File: config.mk
export PLATFORM = sky130hd
export DESIGN_NAME = bram_pattern_tester
export DESIGN_NICKNAME = d
export VERILOG_FILES = /design/src/rtl/bram_tester_pkg.sv /design/src/rtl/bram_readback_checker.sv /design/src/rtl/bram_pattern_tester.sv
export SDC_FILE = /design/constraint.sdc
export NUM_CORES = 1
export LEC_CHECK = 0
export ABC_AREA = 1
export CELL_PAD_IN_SITES_DETAIL_PLACEMENT = 0
export CELL_PAD_IN_SITES_GLOBAL_PLACEMENT = 1
export CORE_MARGIN = 1
export CORE_UTILIZATION = 31
export DETAILED_ROUTE_END_ITERATION = 8
export PLACE_DENSITY = 0.87
export SLEW_MARGIN = 40
export SYNTH_ARGS = -nofsm -noshare
export SYNTH_HDL_FRONTEND = slang
export SYNTH_HIERARCHICAL = 1
export SYNTH_SLANG_ARGS = --single-unit
File: constraint.sdc
create_clock -name clk -period 1.52 [get_ports clk]
set_input_delay 0.304 -clock clk [delete_from_list [all_inputs] [get_ports clk]]
set_output_delay 0.304 -clock clk [all_outputs]
set_load 0.03 [all_outputs]
File: src/rtl/bram_tester_pkg.sv
// Shared types and helpers for the block-RAM pattern tester:
// FSM state encoding and the seed-derived data pattern.
package bram_tester_pkg;

    typedef enum logic [2:0] {
        ST_IDLE  = 3'd0,
        ST_WRITE = 3'd1,
        ST_READ  = 3'd2,
        ST_DRAIN = 3'd3,
        ST_DONE  = 3'd4
    } state_t;

    // Wide enough for any supported data/address width; callers slice the result.
    localparam int PAT_W = 32;

    function automatic logic [PAT_W-1:0] pattern(input logic [PAT_W-1:0] seed,
                                                 input logic [PAT_W-1:0] addr);
        return seed ^ addr;
    endfunction

endpackage

File: src/rtl/bram_readback_checker.sv
// Checks each RAM read-back cycle for data, one-cycle DO_VALID timing and idle-zero DO;
// keeps a saturating error count and the read address of the first failing cycle.
module bram_readback_checker
    import bram_tester_pkg::*;
#(
    parameter int DATA_WIDTH = 8,
    parameter int ADDR_WIDTH = 4,
    parameter int ERR_W      = 16
) (
    input  logic                  clk,
    input  logic                  rst_n,
    input  logic                  clear,
    input  logic                  enable,
    input  logic [DATA_WIDTH-1:0] seed,
    input  logic                  mem_re,
    input  logic [ADDR_WIDTH-1:0] mem_rd_addr,
    input  logic [DATA_WIDTH-1:0] mem_do,
    input  logic                  mem_do_valid,
    output logic [ERR_W-1:0]      err_count,
    output logic [ADDR_WIDTH-1:0] first_err_addr
);

    logic                  re_q;
    logic [ADDR_WIDTH-1:0] rd_addr_q;
    logic                  err_seen;
    logic [PAT_W-1:0]      exp_full;
    logic [DATA_WIDTH-1:0] expected;
    logic                  fail;

    assign exp_full = pattern(PAT_W'(seed), PAT_W'(rd_addr_q));
    assign expected = exp_full[DATA_WIDTH-1:0];

    assign fail = (mem_do_valid != re_q)
               || ( re_q && (mem_do != expected))
               || (!re_q && (mem_do != '0));

    // NOTE: sequential state uses non-blocking (<=) so every register samples pre-edge values.
    always_ff @(posedge clk) begin
        if (!rst_n) begin
            re_q           <= 1'b0;
            rd_addr_q      <= '0;
            err_count      <= '0;
            first_err_addr <= '0;
            err_seen       <= 1'b0;
        end else begin
            re_q      <= mem_re;
            rd_addr_q <= mem_rd_addr;
            if (clear) begin
                err_count      <= '0;
                first_err_addr <= '0;
                err_seen       <= 1'b0;
            end else if (enable && fail) begin
                if (err_count != '1) begin
                    err_count <= err_count + ERR_W'(1);
                end
                if (!err_seen) begin
                    first_err_addr <= rd_addr_q;
                    err_seen       <= 1'b1;
                end
            end
        end
    end

endmodule

File: src/rtl/bram_pattern_tester.sv
// Drives a one-cycle dual-port block RAM with a seed-derived write pass followed by a
// full read-back pass, and reports DONE/PASS plus error statistics from the checker.
module bram_pattern_tester
    import bram_tester_pkg::*;
#(
    parameter int DATA_WIDTH = 8,
    parameter int ADDR_WIDTH = 4,
    parameter int ERR_W      = 16
) (
    input  logic                  clk,
    input  logic                  rst_n,
    input  logic                  start,
    input  logic [DATA_WIDTH-1:0] seed,
    output logic                  busy,
    output logic                  done,
    output logic                  pass,
    output logic [ERR_W-1:0]      err_count,
    output logic [ADDR_WIDTH-1:0] first_err_addr,
    output logic [DATA_WIDTH-1:0] mem_di,
    output logic [ADDR_WIDTH-1:0] mem_wr_addr,
    output logic [ADDR_WIDTH-1:0] mem_rd_addr,
    output logic                  mem_we,
    output logic                  mem_re,
    input  logic [DATA_WIDTH-1:0] mem_do,
    input  logic                  mem_do_valid
);

    state_t                state, state_nxt;
    logic [ADDR_WIDTH-1:0] addr, addr_nxt;
    logic [DATA_WIDTH-1:0] seed_q, seed_nxt;
    logic                  start_ok;
    logic                  last_addr;
    logic [PAT_W-1:0]      wr_pat;

    assign start_ok  = start && ((state == ST_IDLE) || (state == ST_DONE));
    assign last_addr = (addr == '1);

    always_ff @(posedge clk) begin
        if (!rst_n) begin
            state  <= ST_IDLE;
            addr   <= '0;
            seed_q <= '0;
        end else begin
            state  <= state_nxt;
            addr   <= addr_nxt;
            seed_q <= seed_nxt;
        end
    end

    // NOTE: every always_comb output gets a default first, so no path can infer a latch.
    always_comb begin
        state_nxt = state;
        addr_nxt  = addr;
        seed_nxt  = seed_q;
        unique case (state)
            ST_IDLE, ST_DONE: begin
                if (start_ok) begin
                    state_nxt = ST_WRITE;
                    addr_nxt  = '0;
                    seed_nxt  = seed;
                end
            end
            ST_WRITE: begin
                addr_nxt = addr + ADDR_WIDTH'(1);
                if (last_addr) state_nxt = ST_READ;
            end
            ST_READ: begin
                addr_nxt = addr + ADDR_WIDTH'(1);
                if (last_addr) state_nxt = ST_DRAIN;
            end
            ST_DRAIN: state_nxt = ST_DONE;
            default:  state_nxt = ST_IDLE;
        endcase
    end

    // RAM-side drive is gated per phase so idle outputs stay at zero.
    assign wr_pat      = pattern(PAT_W'(seed_q), PAT_W'(addr));
    assign mem_we      = (state == ST_WRITE);
    assign mem_re      = (state == ST_READ);
    assign mem_wr_addr = mem_we ? addr : '0;
    assign mem_di      = mem_we ? wr_pat[DATA_WIDTH-1:0] : '0;
    assign mem_rd_addr = mem_re ? addr : '0;

    assign busy = (state == ST_WRITE) || (state == ST_READ) || (state == ST_DRAIN);
    assign done = (state == ST_DONE);
    assign pass = done && (err_count == '0);

    bram_readback_checker #(
        .DATA_WIDTH (DATA_WIDTH),
        .ADDR_WIDTH (ADDR_WIDTH),
        .ERR_W      (ERR_W)
    ) u_checker (
        .clk            (clk),
        .rst_n          (rst_n),
        .clear          (start_ok),
        .enable         ((state == ST_READ) || (state == ST_DRAIN)),
        .seed           (seed_q),
        .mem_re         (mem_re),
        .mem_rd_addr    (mem_rd_addr),
        .mem_do         (mem_do),
        .mem_do_valid   (mem_do_valid),
        .err_count      (err_count),
        .first_err_addr (first_err_addr)
    );

endmodule

Yosys cells after proc, flatten, opt, wreduce, memory -nomap -nowiden. Index checks and enable logic that the tools add are counted.

Register bits: 41. Bits of input ports: 20. Output and inout bits: 41. Word-level logic and storage cells: 58.

Add/subtract/negate cells: 2. Equal/unequal tests: 11. Multiplexer cells: 9. Bitwise operators: 4. Reductions and logical operators: 24.

Operators with widths (count): $add 16x1->16 const B (1); $logic_not 16->1 (1); $ne 16x16->1 const B (1); $xor 8x4->8 (2); $mux 4 (3); $pmux 3 s4 (1); $mux 3 (3); $mux 8 (1); $ne 8x8->1 (1); $pmux 4 s2 (1); $reduce_and 2->1 (4); $reduce_bool 8->1 (1); $eq 3x2->1 const B (2); $logic_or 1x1->1 (6); $reduce_or 2->1 (3); $logic_and 1x1->1 (5); $add 4x1->4 const B (1); $eq 4x4->1 const B (1); $ne 2x1->1 const B (2); $eq 3x1->1 const B (1); $eq 3x3->1 const B (1); $logic_not 3->1 (1); $reduce_and 3->1 (1); $ne 2x2->1 const B (1); 4 further kinds (5).

Logic depth before layout (Yosys ltp). Gate-level depths: netlist (run 1).

Word-level depth: 7. Gate-level depth with buffers: 11. Depth with buffers taken out: 11.

By module. The synthesis (run 1) kept the hierarchy.

Modules (own cells, without submodules): bram_readback_checker (instances 1, cells each 256, area each 1624.1 um2, sequential area each 520.5 um2); bram_pattern_tester (instances 1, cells each 130, area each 864.6 um2, sequential area each 300.3 um2).

Worst setup path after synthesis (run 1). Ideal clock, no wire load.

Path kind: register to output. From: reg state[2]. To: out pass. Arrival: 1757 ps. Required time: 1216 ps. Path slack: -541 ps. Cell stages (with the launch flop): 5. Path buffers: 0. Cell sequence: dfxtp_1 inv_1 nor3_1 nand2_1 nor2_1.

Cells in the longest elaborated chain, start to end: 2.

Ends and longest elaborated chain: start, declared (line bram_pattern_tester.sv:28) `state_t state, state_nxt;`; start signal, assigned (line bram_pattern_tester.sv:44) `state <= state_nxt;`; $eq 3x3->1 (line bram_pattern_tester.sv:85) `assign done = (state == ST_DONE);`; named net done (line bram_pattern_tester.sv:15) `output logic done,`; $logic_and 1x1->1 (line bram_pattern_tester.sv:86) `assign pass = done && (err_count == '0);`; end, declared (line bram_pattern_tester.sv:16) `output logic pass,`.

The timed path passes the listed nets, and every way through them passes these cells.

Final worst setup path (run 1).
From: reg u_checker.err_count[2]. To: out pass.

Cells in the longest elaborated chain, start to end: 2.

Ends and longest elaborated chain: start, declared (line bram_readback_checker.sv:19) `output logic [ERR_W-1:0] err_count,`; start signal, assigned (line bram_readback_checker.sv:54) `err_count <= err_count + ERR_W'(1);`; $logic_not 16->1 (line bram_pattern_tester.sv:86); $logic_and 1x1->1 (line bram_pattern_tester.sv:86).

Every way passes these cells.

==> flow_summary.ini, run 1 <==
[outcome]
status = complete, but fails checks
violations = negative setup slack

[worst_setup_path]
required_ns = 1.22
ff2ff_setup_slack_ns = -0.03
critical_path_class = reg -> out
worstPathMaxFanout = 4
cp.arrival_ns = 1.33
cp-end-kind = primary output
critPathLaunchType = flip-flop

[cells_and_area]
diodes = 0
final_common_cell = nand2_1
fin_util_pct = 54.1
drive_above_1_share_pct = 35.8
fin_cells = 607
finalNetCount = 527
fillers = 717
final_cell_mix = nand2_1 (89), inv_1 (45), buf_4 (45)
area_growth_pct = 68.0

[placement]
place.gp.congestion = 0.838
dp.cells = 565
hpwl_um = 5140
pre_cts_slack_ns = -0.432
io_buffers = 60

[clock_network]
cts_max_level = 2
root_buffer = clkbuf_8
worstSkewPairLatency_ns = 0.29
clk_pin_slew_worst_paths_ns = 0.07
hold_buffers = 0
numCtsBuffers = 5
cts.path.max_buffers = 2
cts.sinks = 41
cts_tree = done

[global_routing]
globalRouteOverflowTotal = 0
grt_first_pass_wirelength_um = 12800
grt_usage_pct = 19.2
grt_pass1_vias = 2749
grt_max_degree = 18
antenna_found_initial = 0

[flow_run]
drv_cap = 0

[hold_path]
hp-class = reg -> reg

[timing]
drv_slew = 0
hold_violations = 0
max_freq_mhz = 613
tns_ns = -1.47
finalSetupViolCount = 30
fin_crit_sh_pct = 107
final.setup_skew_ns = 0.00439
slew_headroom_pct = 75.8
grt_setup_unrepaired = yes
fin_crit_ns = 1.63
layout_setup_ws_ns = -0.110
tightestPinTransition_ns = 0.361

[route]
via_count = 2967
drt_first_pass_iters = 4
drc = 0
final_antenna_net_count = 0
drtIter0Drc = 96
vias_per_cell = 4.89
finalWirelength_um = 8030
wl_per_cell_um = 13.2

[logic_synthesis]
synth_fp_nets = 408
ys.flop_type = dfxtp_1
synth_cells = 386
ys_ff_latch = 41
yosysSeqAreaShare_pct = 33.0
synth-edff-count = 0
synth_cell_types = 33
syn_area_sq_um = 2490
yosys_warnings = 6
syn_area_per_cell_sq_um = 6.45
synth-async-reset-ratio_pct = 0

[power]
p_leak_uw = 0.00181
power.density_nw_per_um2 = 544
peakVddDrop_mv = 0.341

[die]
design.core.area_sq_um = 7730
die_w_um = 91.6
die_area_sq_um = 8390
ios = 61
start_util_pct = 32.2
fp.dieH_um = 91.6
core.rowCount = 32
==> area by class of cell <==
cell class              count  area [sq um]  area share [%]
inverters                  55           215            5.15
flip-flops and latches     41           871            20.8
repair buffers            117          1140            27.3
well taps                 102           128            3.05
clock buffers               7          86.3            2.07
multi-input cells         285          1740            41.6
==> synth_stat cells, types with 4 or more instances <==
library cell,n,area [sq um]
nand2_1,100,375
nor2_1,61,229
inv_1,48,180
dfxtp_1,41,821
a21oi_1,29,145
nand4_1,25,156
nand3_1,15,75.1
o21ai_1,7,35.0
xnor2_1,7,61.3
xor2_1,7,61.3
inv_2,5,18.8
nand2_4,4,45.0
o21ai_0,4,20.0
==> what timing repair did <==
item / in CTS / in global routing
pin swaps: 21 / 39
endpoints found under the setup margin: 61 / 45
cloned: 4 / 3
resized for setup: 93 / 61
buffers inserted: 19 / 10
==> sequential cells by signal, summed over array words and instances, names as in the netlist <==
name and cells:
seed_q 8, u_checker/err_seen 1, u_checker/first_err_addr 4, u_checker/err_count 16
u_checker/rd_addr_q 4, u_checker/re_q 1, addr 4, state 3
==> logic make-up (layout without fill, tap and decap cells) <==
| group | Yosys count | in the layout | share of synthesized area [%] |
|---|---|---|---|
| and+or+nand+nor | 222 | 227 | 41.6 |
| buffers and inverters | 65 | 179 | 10.8 |
| AOI/OAI and AO/OA | 42 | 42 | 8.70 |
| DFF | 41 | 41 | 33.0 |
| xor gates and xnor gates | 14 | 14 | 4.93 |
| adders and majority gates | 2 | 2 | 1.01 |
==> critical path, cell delays in order, from the launching register on <==
cell and delay [ns]:
dfxtp_4 0.37, nor4_4 0.31, nand2_2 0.11, nor2_2 0.11, buf_6 0.14
==> path summary, 6_finish.rpt <==
path / from / end / cells past startpoint
min: u_checker/first_err_addr[0]$_SDFFE_PP0P_ / u_checker/first_err_addr[0]$_SDFFE_PP0P_ / 2
min reg2reg: u_checker/first_err_addr[0]$_SDFFE_PP0P_ / u_checker/first_err_addr[0]$_SDFFE_PP0P_ / 2
max reg2reg: u_checker/err_count[0]$_SDFFE_PP0P_ / u_checker/err_count[3]$_SDFFE_PP0P_ / 9
max: u_checker/err_count[2]$_SDFFE_PP0P_ / pass / 4
==> power by group <==
part | switching (uW) | internal [uW] | leakage (uW)
Combinational | 238 | 184 | 0.00142
Sequential | 39.7 | 1090 | 0.000345
Clock | 362 | 360 | 0.0000443
==> per-stage QoR <==
stage | cell area (sq um) | total power [uW] | hold WS, ns
floorplan | 2550 | 1350 | 0.397
global placement | 3400 | 1490 | 0.453
detailed placement | 3400 | 1490 | 0.453
CTS | 3930 | 2270 | 0.464
global route | 4180 | 2390 | 0.493
finish | 4180 | 2270 | 0.460
==> routing by layer <==
metal	vias to the layer above	global-route usage (%)	wire length, um
li1	1478	-	-
met1	1345	22.8	3260
met2	126	33.7	4070
met3	18	3.52	487
met4	0	7.94	215
met5	-	0	0
(Power assumes the default switching activity.)
==> run 2: changes to the inputs <==
- PLACE_DENSITY: 0.87 -> not set
- PLACE_DENSITY_LB_ADDON: not set -> 0.12
==> run 2 against run 1 <==
  * The run still ends with negative setup slack left
  * Wire length shrank 2.5%
  * Flip-flop and latch count is the same
  * Critical endpoint is now mem_di[7]
  * Hold slack gained 0.012 ns
  * Critical path depth grew 1
  * Largest power group unchanged
  * Largest cell class unchanged
  * Critical path type unchanged
==> flow_summary.ini, run 2 (synthesis gave the netlist of run 1 again) <==
[timing]
fin_crit_sh_pct = 109
tns_ns = -2.14
hold_violations = 0
finalSetupViolCount = 36
layout_setup_ws_ns = -0.134
slew_headroom_pct = 72.6
final.setup_skew_ns = 0.0121
max_freq_mhz = 604
tightestPinTransition_ns = 0.408
drv_slew = 0
fin_crit_ns = 1.65
grt_setup_unrepaired = yes

[outcome]
violations = negative setup slack
status = complete, but fails checks

[cells_and_area]
drive_above_1_share_pct = 34.9
reg_top3 = u_checker/err_count: 16 flops, seed_q: 8 flops
fin_util_pct = 53.1
final_common_cell = nand2_1
largest-register = u_checker/err_count
largest_reg_flops = 16
final_cell_mix = nand2_1 (92), inv_1 (45), buf_4 (42)
finalNetCount = 523
fillers = 785
multiInputGateArea_sq_um = 1710
fin_cells = 604
regArea_sq_um = 867
diodes = 0
area_growth_pct = 65.0

[hold_path]
hp-start = u_checker/first_err_addr[2]$_SDFFE_PP0P_
hp-class = reg -> reg

[worst_setup_path]
cp.buffers_inverters = 2
crit_family = simple AND/OR/NAND/NOR gates
endpoint = mem_di[7]
required_ns = 1.22
slowest_stage = dfxtp_2
worst-path-stages = 5
setup.worst_path.start = state[1]$_SDFFE_PN0P_
ff2ff_setup_slack_ns = -0.05
path_cells = buf_6 > nor2_4 > nand2_4 > nor2_1 > buf_4
worstPathMaxFanout = 7
ff2ff_path_depth = 9
worstReg2RegStart = u_checker/err_count[0]$_SDFFE_PP0P_
cp-end-kind = primary output
critPathLaunchType = flip-flop
rr_endpoint = u_checker/err_count[10]$_SDFFE_PP0P_
critical_path_class = reg -> out
cp.arrival_ns = 1.35
slowest_delay_ns = 0.35

[route]
via_count = 2828
final_antenna_net_count = 0
vias_per_cell = 4.68
drtIter0Drc = 101
drt_first_pass_iters = 4
wl_per_cell_um = 13.0
drc = 0
finalWirelength_um = 7830

[clock_network]
cts.path.max_buffers = 2
worstSkewPairLatency_ns = 0.30
cts.sinks = 41
cts_max_level = 2
hold_buffers = 0
cts_tree = done
numCtsBuffers = 5
clk_pin_slew_worst_paths_ns = 0.08
root_buffer = clkbuf_8

[placement]
io_buffers = 60
dp.cells = 570
hpwl_um = 5360
place.gp.congestion = 0.821

[die]
start_util_pct = 32.2
ios = 61
die_area_sq_um = 8390
design.core.area_sq_um = 7730
core.rowCount = 32
die_w_um = 91.6
fp.dieH_um = 91.6

[global_routing]
grt_usage_pct = 18.8
globalRouteOverflowTotal = 0
grt_pass1_vias = 2518
grt_max_degree = 18
antenna_found_initial = 0
grt_first_pass_wirelength_um = 12400

[flow_run]
drv_cap = 0

[power]
power.density_nw_per_um2 = 556
peakVddDrop_mv = 0.324
p_leak_uw = 0.00178
## run 2: worst min-delay path, cell delays in order (launching register included)
cell and delay, ns:
dfxtp_1 0.31, nand2_1 0.06, a21oi_1 0.05
## run 2: power by group
part / switching [uW] / internal, uW / total [uW]
clock: 382 / 371 / 753
combinational: 235 / 177 / 412
sequential: 27.9 / 1090 / 1120
## run 2: metal layers
layer	global-route usage, %	vias up	share of wire [%]
met1	27.4	1291	51
met3	3.18	9	4.4
met4	4.37	0	1.1
met5	0	-	0
li1	-	1470	-
met2	28.5	58	44
## run 2: worst min path at each step
stage                                                     to  slack (ns)  cells after the start
floorplan                  u_checker/rd_addr_q[0]$_SDFF_PN0_        0.40                      2
global placement    u_checker/first_err_addr[2]$_SDFFE_PP0P_        0.46                      2
detailed placement  u_checker/first_err_addr[2]$_SDFFE_PP0P_        0.46                      2
CTS                 u_checker/first_err_addr[2]$_SDFFE_PP0P_        0.47                      2
global route        u_checker/first_err_addr[2]$_SDFFE_PP0P_        0.50                      2
finish              u_checker/first_err_addr[2]$_SDFFE_PP0P_        0.47                      2
## run 2: repair_timing
| action | in CTS | in global routing |
|---|---|---|
| gates cloned | 5 | 2 |
| resized for setup | 76 | 67 |
| setup endpoints to repair | 61 | 46 |
| pin swaps | 24 | 44 |
| setup buffers | 14 | 8 |
## run 2: cell type report
class / instances / area share [%]
tap: 102 / 3.11
clock buffer: 8 / 2.19
timing repair buffer: 113 / 26.8
inverter: 55 / 5.18
multi-input combinational: 285 / 41.6
sequential: 41 / 21.1
## run 2: per-stage QoR
stage	hold WS, ns	power [uW]	setup slack, ns	area, sq um
after CTS	0.472	2280	-0.176	3830
after detailed placement	0.459	1500	-0.434	3460
after floorplan	0.397	1350	-0.0441	2550
final	0.473	2280	-0.134	4110
after global routing	0.503	2390	-0.205	4110
after global placement	0.464	1500	-0.417	3460
